[config.mk]
export PLATFORM = sky130hd
export DESIGN_NAME = vga_timing_gen_flat
export DESIGN_NICKNAME = d
export VERILOG_FILES = /design/src/rtl/vga_pkg.sv /design/src/rtl/vga_timing_gen_if.sv /design/src/rtl/vga_axis_counter.sv /design/src/rtl/vga_timing_gen.sv /design/src/flat_wrapper.sv
export SDC_FILE = /design/constraint.sdc
export NUM_CORES = 1
export LEC_CHECK = 0
export ABC_AREA = 1
export BUFFER_PORTS_ARGS = -buffer_cell sky130_fd_sc_hd__buf_4
export CAP_MARGIN = 30
export CORE_MARGIN = 8
export CORE_UTILIZATION = 55
export CTS_CLUSTER_DIAMETER = 100
export CTS_CLUSTER_SIZE = 28
export DETAILED_ROUTE_END_ITERATION = 10
export GPL_ROUTABILITY_DRIVEN = 0
export HOLD_SLACK_MARGIN = 0.02
export PLACE_DENSITY = 0.76
export SKIP_CTS_REPAIR_TIMING = 1
export SLEW_MARGIN = 15
export SYNTH_ARGS = -nofsm -noshare
export SYNTH_HDL_FRONTEND = slang
export SYNTH_HIERARCHICAL = 1
export SYNTH_SLANG_ARGS = --single-unit
[constraint.sdc]
create_clock -name vclk -period 3.3 [get_ports vclk]
set_input_delay 0.33 -clock vclk [delete_from_list [all_inputs] [get_ports vclk]]
set_output_delay 0.33 -clock vclk [all_outputs]
set_load 0.01 [all_outputs]
[src/rtl/vga_pkg.sv]
// Default 640x480 @ 60 Hz raster constants and count widths shared by the
// timing generator, its axis counters and the bus interface.
package vga_pkg;

  localparam int H_VISIBLE_DEF = 640;
  localparam int H_FP_DEF      = 16;
  localparam int H_SYNC_DEF    = 96;
  localparam int H_BP_DEF      = 48;
  localparam int V_VISIBLE_DEF = 480;
  localparam int V_FP_DEF      = 10;
  localparam int V_SYNC_DEF    = 2;
  localparam int V_BP_DEF      = 33;

  localparam int H_TOTAL_DEF = H_VISIBLE_DEF + H_FP_DEF + H_SYNC_DEF + H_BP_DEF;
  localparam int V_TOTAL_DEF = V_VISIBLE_DEF + V_FP_DEF + V_SYNC_DEF + V_BP_DEF;

  // Port widths are fixed; any timing set must keep H_TOTAL <= 2048, V_TOTAL <= 1024.
  localparam int HCOUNT_W = 11;
  localparam int VCOUNT_W = 10;

  typedef logic [HCOUNT_W-1:0] hcount_t;
  typedef logic [VCOUNT_W-1:0] vcount_t;

endpackage

[src/rtl/vga_timing_gen_if.sv]
// Raster bus between the timing generator (master) and the pixel
// generators / sync drivers (slave); en flows upstream into the generator.
interface vga_timing_gen_if;
  import vga_pkg::*;

  logic       en;
  hcount_t    hcount;
  vcount_t    vcount;
  logic       hsync;
  logic       vsync;
  logic       blank;
  logic       line_start;
  logic       frame_start;
  logic [7:0] frame_cnt;

  modport master (
    input  en,
    output hcount, vcount, hsync, vsync, blank, line_start, frame_start, frame_cnt
  );

  modport slave (
    output en,
    input  hcount, vcount, hsync, vsync, blank, line_start, frame_start, frame_cnt
  );

endinterface

[src/rtl/vga_axis_counter.sv]
// One raster axis: wrapping position counter with a registered sync pulse,
// plus look-ahead "next position is visible" and "at last position" flags.
module vga_axis_counter #(
  parameter int VISIBLE  = 640,
  parameter int FP       = 16,
  parameter int SYNC     = 96,
  parameter int BP       = 48,
  parameter int WIDTH    = 11,
  parameter bit SYNC_POL = 1'b0
) (
  input  logic             vclk,
  input  logic             rst_n,
  input  logic             step,
  output logic [WIDTH-1:0] count,
  output logic             sync,
  output logic             active,
  output logic             wrap
);

  localparam int TOTAL = VISIBLE + FP + SYNC + BP;
  localparam logic [WIDTH-1:0] LAST       = WIDTH'(TOTAL - 1);
  localparam logic [WIDTH-1:0] ONE        = WIDTH'(1);
  localparam logic [WIDTH-1:0] VIS_END    = WIDTH'(VISIBLE);
  localparam logic [WIDTH-1:0] SYNC_START = WIDTH'(VISIBLE + FP);
  localparam logic [WIDTH-1:0] SYNC_END   = WIDTH'(VISIBLE + FP + SYNC);

  logic [WIDTH-1:0] count_q, count_d;
  logic             sync_q, sync_d;

  always_comb begin
    count_d = count_q;
    if (step) begin
      count_d = (count_q == LAST) ? '0 : count_q + ONE;
    end
  end

  // Sync and active are decoded from the next count so they land on the same edge.
  assign sync_d = ((count_d >= SYNC_START) && (count_d < SYNC_END)) ? SYNC_POL : ~SYNC_POL;
  assign active = (count_d < VIS_END);
  assign wrap   = (count_q == LAST);

  always_ff @(posedge vclk or negedge rst_n) begin
    if (!rst_n) begin
      count_q <= '0;
      sync_q  <= ~SYNC_POL;
    end else begin
      count_q <= count_d;
      sync_q  <= sync_d;
    end
  end

  assign count = count_q;
  assign sync  = sync_q;

endmodule

[src/rtl/vga_timing_gen.sv]
// Raster timing generator: horizontal/vertical counters, syncs, blank,
// line/frame strobes and a free-running frame counter, all registered.
module vga_timing_gen
  import vga_pkg::*;
#(
  parameter int H_VISIBLE = H_VISIBLE_DEF,
  parameter int H_FP      = H_FP_DEF,
  parameter int H_SYNC    = H_SYNC_DEF,
  parameter int H_BP      = H_BP_DEF,
  parameter int V_VISIBLE = V_VISIBLE_DEF,
  parameter int V_FP      = V_FP_DEF,
  parameter int V_SYNC    = V_SYNC_DEF,
  parameter int V_BP      = V_BP_DEF,
  parameter bit SYNC_POL  = 1'b0
) (
  input  logic               vclk,
  input  logic               rst_n,
  vga_timing_gen_if.master   vif
);

  logic    hWrap, vWrap, hActive, vActive, vStep;
  hcount_t hCount;
  vcount_t vCount;
  logic    hSync, vSync;

  logic       line_start_q, line_start_d;
  logic       frame_start_q, frame_start_d;
  logic       blank_q, blank_d;
  logic [7:0] frame_cnt_q, frame_cnt_d;

  assign vStep = vif.en & hWrap;

  vga_axis_counter #(
    .VISIBLE (H_VISIBLE),
    .FP      (H_FP),
    .SYNC    (H_SYNC),
    .BP      (H_BP),
    .WIDTH   (HCOUNT_W),
    .SYNC_POL(SYNC_POL)
  ) u_h (
    .vclk  (vclk),
    .rst_n (rst_n),
    .step  (vif.en),
    .count (hCount),
    .sync  (hSync),
    .active(hActive),
    .wrap  (hWrap)
  );

  vga_axis_counter #(
    .VISIBLE (V_VISIBLE),
    .FP      (V_FP),
    .SYNC    (V_SYNC),
    .BP      (V_BP),
    .WIDTH   (VCOUNT_W),
    .SYNC_POL(SYNC_POL)
  ) u_v (
    .vclk  (vclk),
    .rst_n (rst_n),
    .step  (vStep),
    .count (vCount),
    .sync  (vSync),
    .active(vActive),
    .wrap  (vWrap)
  );

  // Strobes mark the edge on which the counters land on 0 through a wrap, never via reset.
  always_comb begin
    line_start_d  = vif.en & hWrap;
    frame_start_d = vif.en & hWrap & vWrap;
    frame_cnt_d   = frame_start_d ? frame_cnt_q + 8'd1 : frame_cnt_q;
    blank_d       = vif.en ? ~(hActive & vActive) : blank_q;
  end

  always_ff @(posedge vclk or negedge rst_n) begin
    if (!rst_n) begin
      line_start_q  <= 1'b0;
      frame_start_q <= 1'b0;
      frame_cnt_q   <= 8'd0;
      blank_q       <= 1'b0;
    end else begin
      line_start_q  <= line_start_d;
      frame_start_q <= frame_start_d;
      frame_cnt_q   <= frame_cnt_d;
      blank_q       <= blank_d;
    end
  end

  assign vif.hcount      = hCount;
  assign vif.vcount      = vCount;
  assign vif.hsync       = hSync;
  assign vif.vsync       = vSync;
  assign vif.blank       = blank_q;
  assign vif.line_start  = line_start_q;
  assign vif.frame_start = frame_start_q;
  assign vif.frame_cnt   = frame_cnt_q;

endmodule

[src/flat_wrapper.sv]
// flat-port wrapper written by rule: the top's interface ports become plain ports
module vga_timing_gen_flat import vga_pkg::*;
#(
  parameter int H_VISIBLE = H_VISIBLE_DEF,
  parameter int H_FP      = H_FP_DEF,
  parameter int H_SYNC    = H_SYNC_DEF,
  parameter int H_BP      = H_BP_DEF,
  parameter int V_VISIBLE = V_VISIBLE_DEF,
  parameter int V_FP      = V_FP_DEF,
  parameter int V_SYNC    = V_SYNC_DEF,
  parameter int V_BP      = V_BP_DEF,
  parameter bit SYNC_POL  = 1'b0
)
  (vclk, rst_n, vif_en, vif_hcount, vif_vcount, vif_hsync, vif_vsync, vif_blank, vif_line_start, vif_frame_start, vif_frame_cnt);
  vga_timing_gen_if vif_i ();
  input  logic vclk;
  input  logic rst_n;
  input wire logic [$bits(vif_i.en)-1:0] vif_en;
  output wire logic [$bits(vif_i.hcount)-1:0] vif_hcount;
  output wire logic [$bits(vif_i.vcount)-1:0] vif_vcount;
  output wire logic [$bits(vif_i.hsync)-1:0] vif_hsync;
  output wire logic [$bits(vif_i.vsync)-1:0] vif_vsync;
  output wire logic [$bits(vif_i.blank)-1:0] vif_blank;
  output wire logic [$bits(vif_i.line_start)-1:0] vif_line_start;
  output wire logic [$bits(vif_i.frame_start)-1:0] vif_frame_start;
  output wire logic [$bits(vif_i.frame_cnt)-1:0] vif_frame_cnt;
  assign vif_i.en = vif_en;
  assign vif_hcount = vif_i.hcount;
  assign vif_vcount = vif_i.vcount;
  assign vif_hsync = vif_i.hsync;
  assign vif_vsync = vif_i.vsync;
  assign vif_blank = vif_i.blank;
  assign vif_line_start = vif_i.line_start;
  assign vif_frame_start = vif_i.frame_start;
  assign vif_frame_cnt = vif_i.frame_cnt;
  vga_timing_gen #(.H_VISIBLE(H_VISIBLE), .H_FP(H_FP), .H_SYNC(H_SYNC), .H_BP(H_BP), .V_VISIBLE(V_VISIBLE), .V_FP(V_FP), .V_SYNC(V_SYNC), .V_BP(V_BP), .SYNC_POL(SYNC_POL)) u_core (.vclk(vclk), .rst_n(rst_n), .vif(vif_i));
endmodule
==> impl_results.rst <==
.. list-table::
   :header-rows: 1

   * - Metric
     - Value
   * - Port Buf Inserts
     - 36
   * - DIE HEIGHT
     - 76.3 um
   * - Fillers
     - 337
   * - Critical R2R Launch
     - u_core/u_h/count[0]$_DFF_PN0_
   * - Overall Global Routing Usage
     - 14.8%
   * - Buffer levels on the longest clock path
     - 2
   * - Layout-stage area growth over the synthesis result
     - 19.0%
   * - Static power due to leakage
     - 1.32 nW
   * - Overall routed net length
     - 4.21 mm
   * - Hold WS
     - 0.302 ns
   * - IR Drop Worst-Case VDD
     - 0.395 mV
   * - Total grt overflow
     - 0
   * - Launching element type of the critical path
     - flop
   * - Register cell area after layout
     - 853 um2
   * - Period utilisation layout
     - 73.7%
   * - Initial core utilization
     - 55.9%
   * - Largest net degree at the start of global routing
     - 35
   * - Post-synthesis adder-cell area fraction
     - 2.50%
   * - Final setup violation count
     - 0
   * - Summed negative setup slack over all endpoints
     - 0 ns
   * - Number of top-level design ports
     - 37
   * - Final period demand of the worst path
     - 2.43 ns
   * - Number of buffers added by the clock tree synthesis step
     - 5
   * - Ratio of cells with drive above 1 in the final layout
     - 21.6%
   * - Deepest level of the CTS H-tree
     - 2
   * - Detailed-route vias per instance
     - 4.90
   * - Arr. time, crit path
     - 2.69 ns
   * - Initial antenna violation count
     - 0
   * - Footprint of the multi-input gates
     - 913 um2
   * - Setup repair after global routing missed its margin
     - false
   * - Highest fanout seen on the critical path
     - 15
   * - Setup crit end kind
     - flop
   * - Result of the run
     - finished, final reports clean
   * - Synthesized-area fraction occupied by xor and xnor cells
     - 3.06%
   * - Average wire per cell in the routed design
     - 11.6 um
   * - Synthesized flop and latch total
     - 34
   * - PwrDens
     - 434 nW/um2
   * - Complex-gate fraction of the synthesized area
     - 2.38%
   * - Simple-gate portion of the synthesized area
     - 37.7%
   * - Ant. Diodes
     - 0
   * - Share of synthesized area spent on multiplexers
     - 0%
   * - CTS Sinks
     - 34
   * - Fraction of the core area covered by cells at the end of the flow
     - 66.5%
   * - Synth cell types
     - 27
   * - Detailed-route DRC error count
     - 0
   * - Clock skew
     - 0.00917 ns
   * - Worst setup path startpoint
     - u_core/u_h/count[0]$_DFF_PN0_
   * - Sequential element share of the synthesized area
     - 42.7%
   * - Number of violations of the max-capacitance limit
     - 0
   * - Slew at the pin closest to its max-slew limit
     - 0.417 ns
   * - CTS clock-pin slew for the worst setup and hold paths
     - 0.11 ns
   * - Min-delay src
     - vif_en
   * - Core region area
     - 3580 um2
   * - Detailed-router iteration count before antenna repair
     - 4
   * - Post-placement setup slack
     - 0.936 ns
   * - Max Clock Freq
     - 411 MHz
   * - Warnings from Yosys
     - 6
   * - Power, Total
     - 1.03 mW
   * - Combinational family with the most area after synthesis
     - simple AND/OR/NAND/NOR gates
   * - Count of final hold-check violations
     - 0
   * - Final WS setup
     - 0.867 ns
   * - Detailed placer's ending HPWL
     - 3.27 mm
   * - Max-slew headroom
     - 72.2%
   * - Net Count, Synth
     - 280
   * - 1st-iter DRT viols
     - 134
   * - Rows
     - 22
   * - Vias
     - 1,778
   * - CP Class
     - reg2reg
   * - Average cell area after synthesis
     - 7.33 um2
   * - Clock latency of the later-clocked register in the worst-skew pair
     - 0.33 ns
   * - Required time at the worst-slack endpoint
     - 3.55 ns
   * - Wire length of the first global-routing pass
     - 7.31 mm
   * - Root Driver
     - clkbuf_4
   * - Clock tree from TritonCTS
     - built
   * - Final-stage net count
     - 321
   * - Via count of the first global-routing pass
     - 1,692
   * - X dimension of the die
     - 76.3 um
   * - Synthesized cell area
     - 2000 um2
   * - DIE AREA
     - 5820 um2
   * - Post-Syn Instances
     - 273
   * - Number of max-slew violations in the final report
     - 0
   * - Type of the worst min-delay path
     - in2reg
   * - Antenna-violating nets left
     - 0
[power breakdown]
group / switching, mW / leakage [nW] / internal, mW / total (mW)
Clock: 0.137 / 0.0343 / 0.102 / 0.240
Combinational: 0.155 / 0.902 / 0.114 / 0.269
Sequential: 0.0673 / 0.379 / 0.458 / 0.525
Total: 0.359 / 1.32 / 0.674 / 1.03
[synth_stat cells]
master,count,area [um2]
a21oi_1,2,10.0
a31oi_1,1,6.26
buf_2,1,5.00
buf_4,1,7.51
buf_6,1,11.3
clkinv_1,2,7.51
dfrtp_1,32,801
dfstp_2,2,52.6
ha_1,4,50.1
inv_1,51,191
inv_2,3,11.3
nand2_1,79,297
nand2_2,5,31.3
nand3_1,25,125
nand3_2,5,50.1
nand3b_1,2,15.0
nand4_1,6,37.5
nor2_1,29,109
nor2_2,3,18.8
nor2_4,4,45.0
nor3_1,2,10.0
nor3_4,1,16.3
o21ai_0,3,15.0
o21ai_1,1,5.00
o21bai_2,1,11.3
xnor2_1,1,8.76
xor2_1,6,52.6
[per-layer routing]
layer	routed length, um	share of wire, %	up-vias	track usage (%)
met5	0	0	-	0
met4	25	0.59	0	4.81
met3	183	4.3	2	4.25
met2	2090	50	42	24.4
met1	1910	45	828	18.1
li1	-	-	906	-
[layout make-up]
| type | instances | share of cell area, % |
|---|---|---|
| Inverter | 56 | 8.83 |
| Timing Repair Buffer | 37 | 11.8 |
| Multi-Input combinational cell | 180 | 38.4 |
| Clock inverter | 2 | 0.525 |
| Clock buffer | 6 | 2.15 |
| Sequential cell | 34 | 35.8 |
| Tap cell | 48 | 2.52 |
[flip-flops by register name (all words and copies together) (netlist names)]
register                count
u_core/vif.blank            1
u_core/u_h/count           11
u_core/u_v/sync             1
u_core/u_h/sync             1
u_core/vif.frame_cnt        8
u_core/u_v/count           10
u_core/vif.frame_start      1
u_core/vif.line_start       1
[worst max-delay path, stage by stage (launching register included)]
cell,delay (ns)
dfrtp_1,0.45
ha_1,0.22
nand3_2,0.13
inv_1,0.10
nand3_2,0.10
inv_2,0.09
nand2_1,0.08
inv_1,0.31
nand2_1,0.12
nor2_1,0.15
nand2_1,0.07
nand2_1,0.06
nand2_1,0.06
nor2_1,0.09
nand2_1,0.06
inv_1,0.07
nor2_1,0.05
a31oi_1,0.14
[per-stage QoR]
| step | instance area, um2 | std cells |
|---|---|---|
| after global placement | 2310 | 354 |
| after floorplan | 2000 | 273 |
| after global routing | 2380 | 363 |
| final | 2380 | 363 |
| after CTS | 2370 | 362 |
| after detailed placement | 2310 | 354 |
[path summary, 6_finish.rpt]
path                                                            end  slack [ns]  cells past startpoint
worst max-delay path                   u_core/vif.blank$_DFFE_PN0P_        0.87                     17
worst min-delay path                   u_core/vif.blank$_DFFE_PN0P_        0.30                      2
worst min register to register  u_core/vif.frame_cnt[4]$_DFFE_PN0P_        0.53                      1
max in group asynchronous                 u_core/u_v/sync$_DFF_PN1_        2.49                      2
min in group asynchronous             u_core/u_h/count[6]$_DFF_PN0_        0.48                      2
worst max register to register         u_core/vif.blank$_DFFE_PN0P_        0.87                     17
[cell usage in the layout (no fill, tap or decap)]
master and count:
xor2_1 6, nand3b_1 2, clkinv_2 1, buf_4 36, nand4_1 6, o21bai_2 1, nor2_4 4, dfrtp_1 32
o21ai_0 3, ha_1 4, nor2_1 29, o21ai_1 1, clkinvlp_4 1, nor2_2 3, nand3_2 5, dlygate4sd3_1 1
nand3_1 25, a31oi_1 1, nor3_1 2, inv_1 51, clkinv_1 2, clkbuf_4 5, nor3_4 1, nand2_2 5
nand2_1 79, xnor2_1 1, a21oi_1 2, clkbuf_8 1, inv_2 3, dfstp_2 2
[kinds of logic (layout without fill, tap and decap cells)]
| family | Yosys count | after routing |
|---|---|---|
| simple gates | 161 | 161 |
| xor+xnor | 7 | 7 |
| compound gates | 8 | 8 |
| flops | 34 | 34 |
| fa+ha+maj | 4 | 4 |
| buf+inv | 59 | 101 |
(Power assumes the default switching activity.)
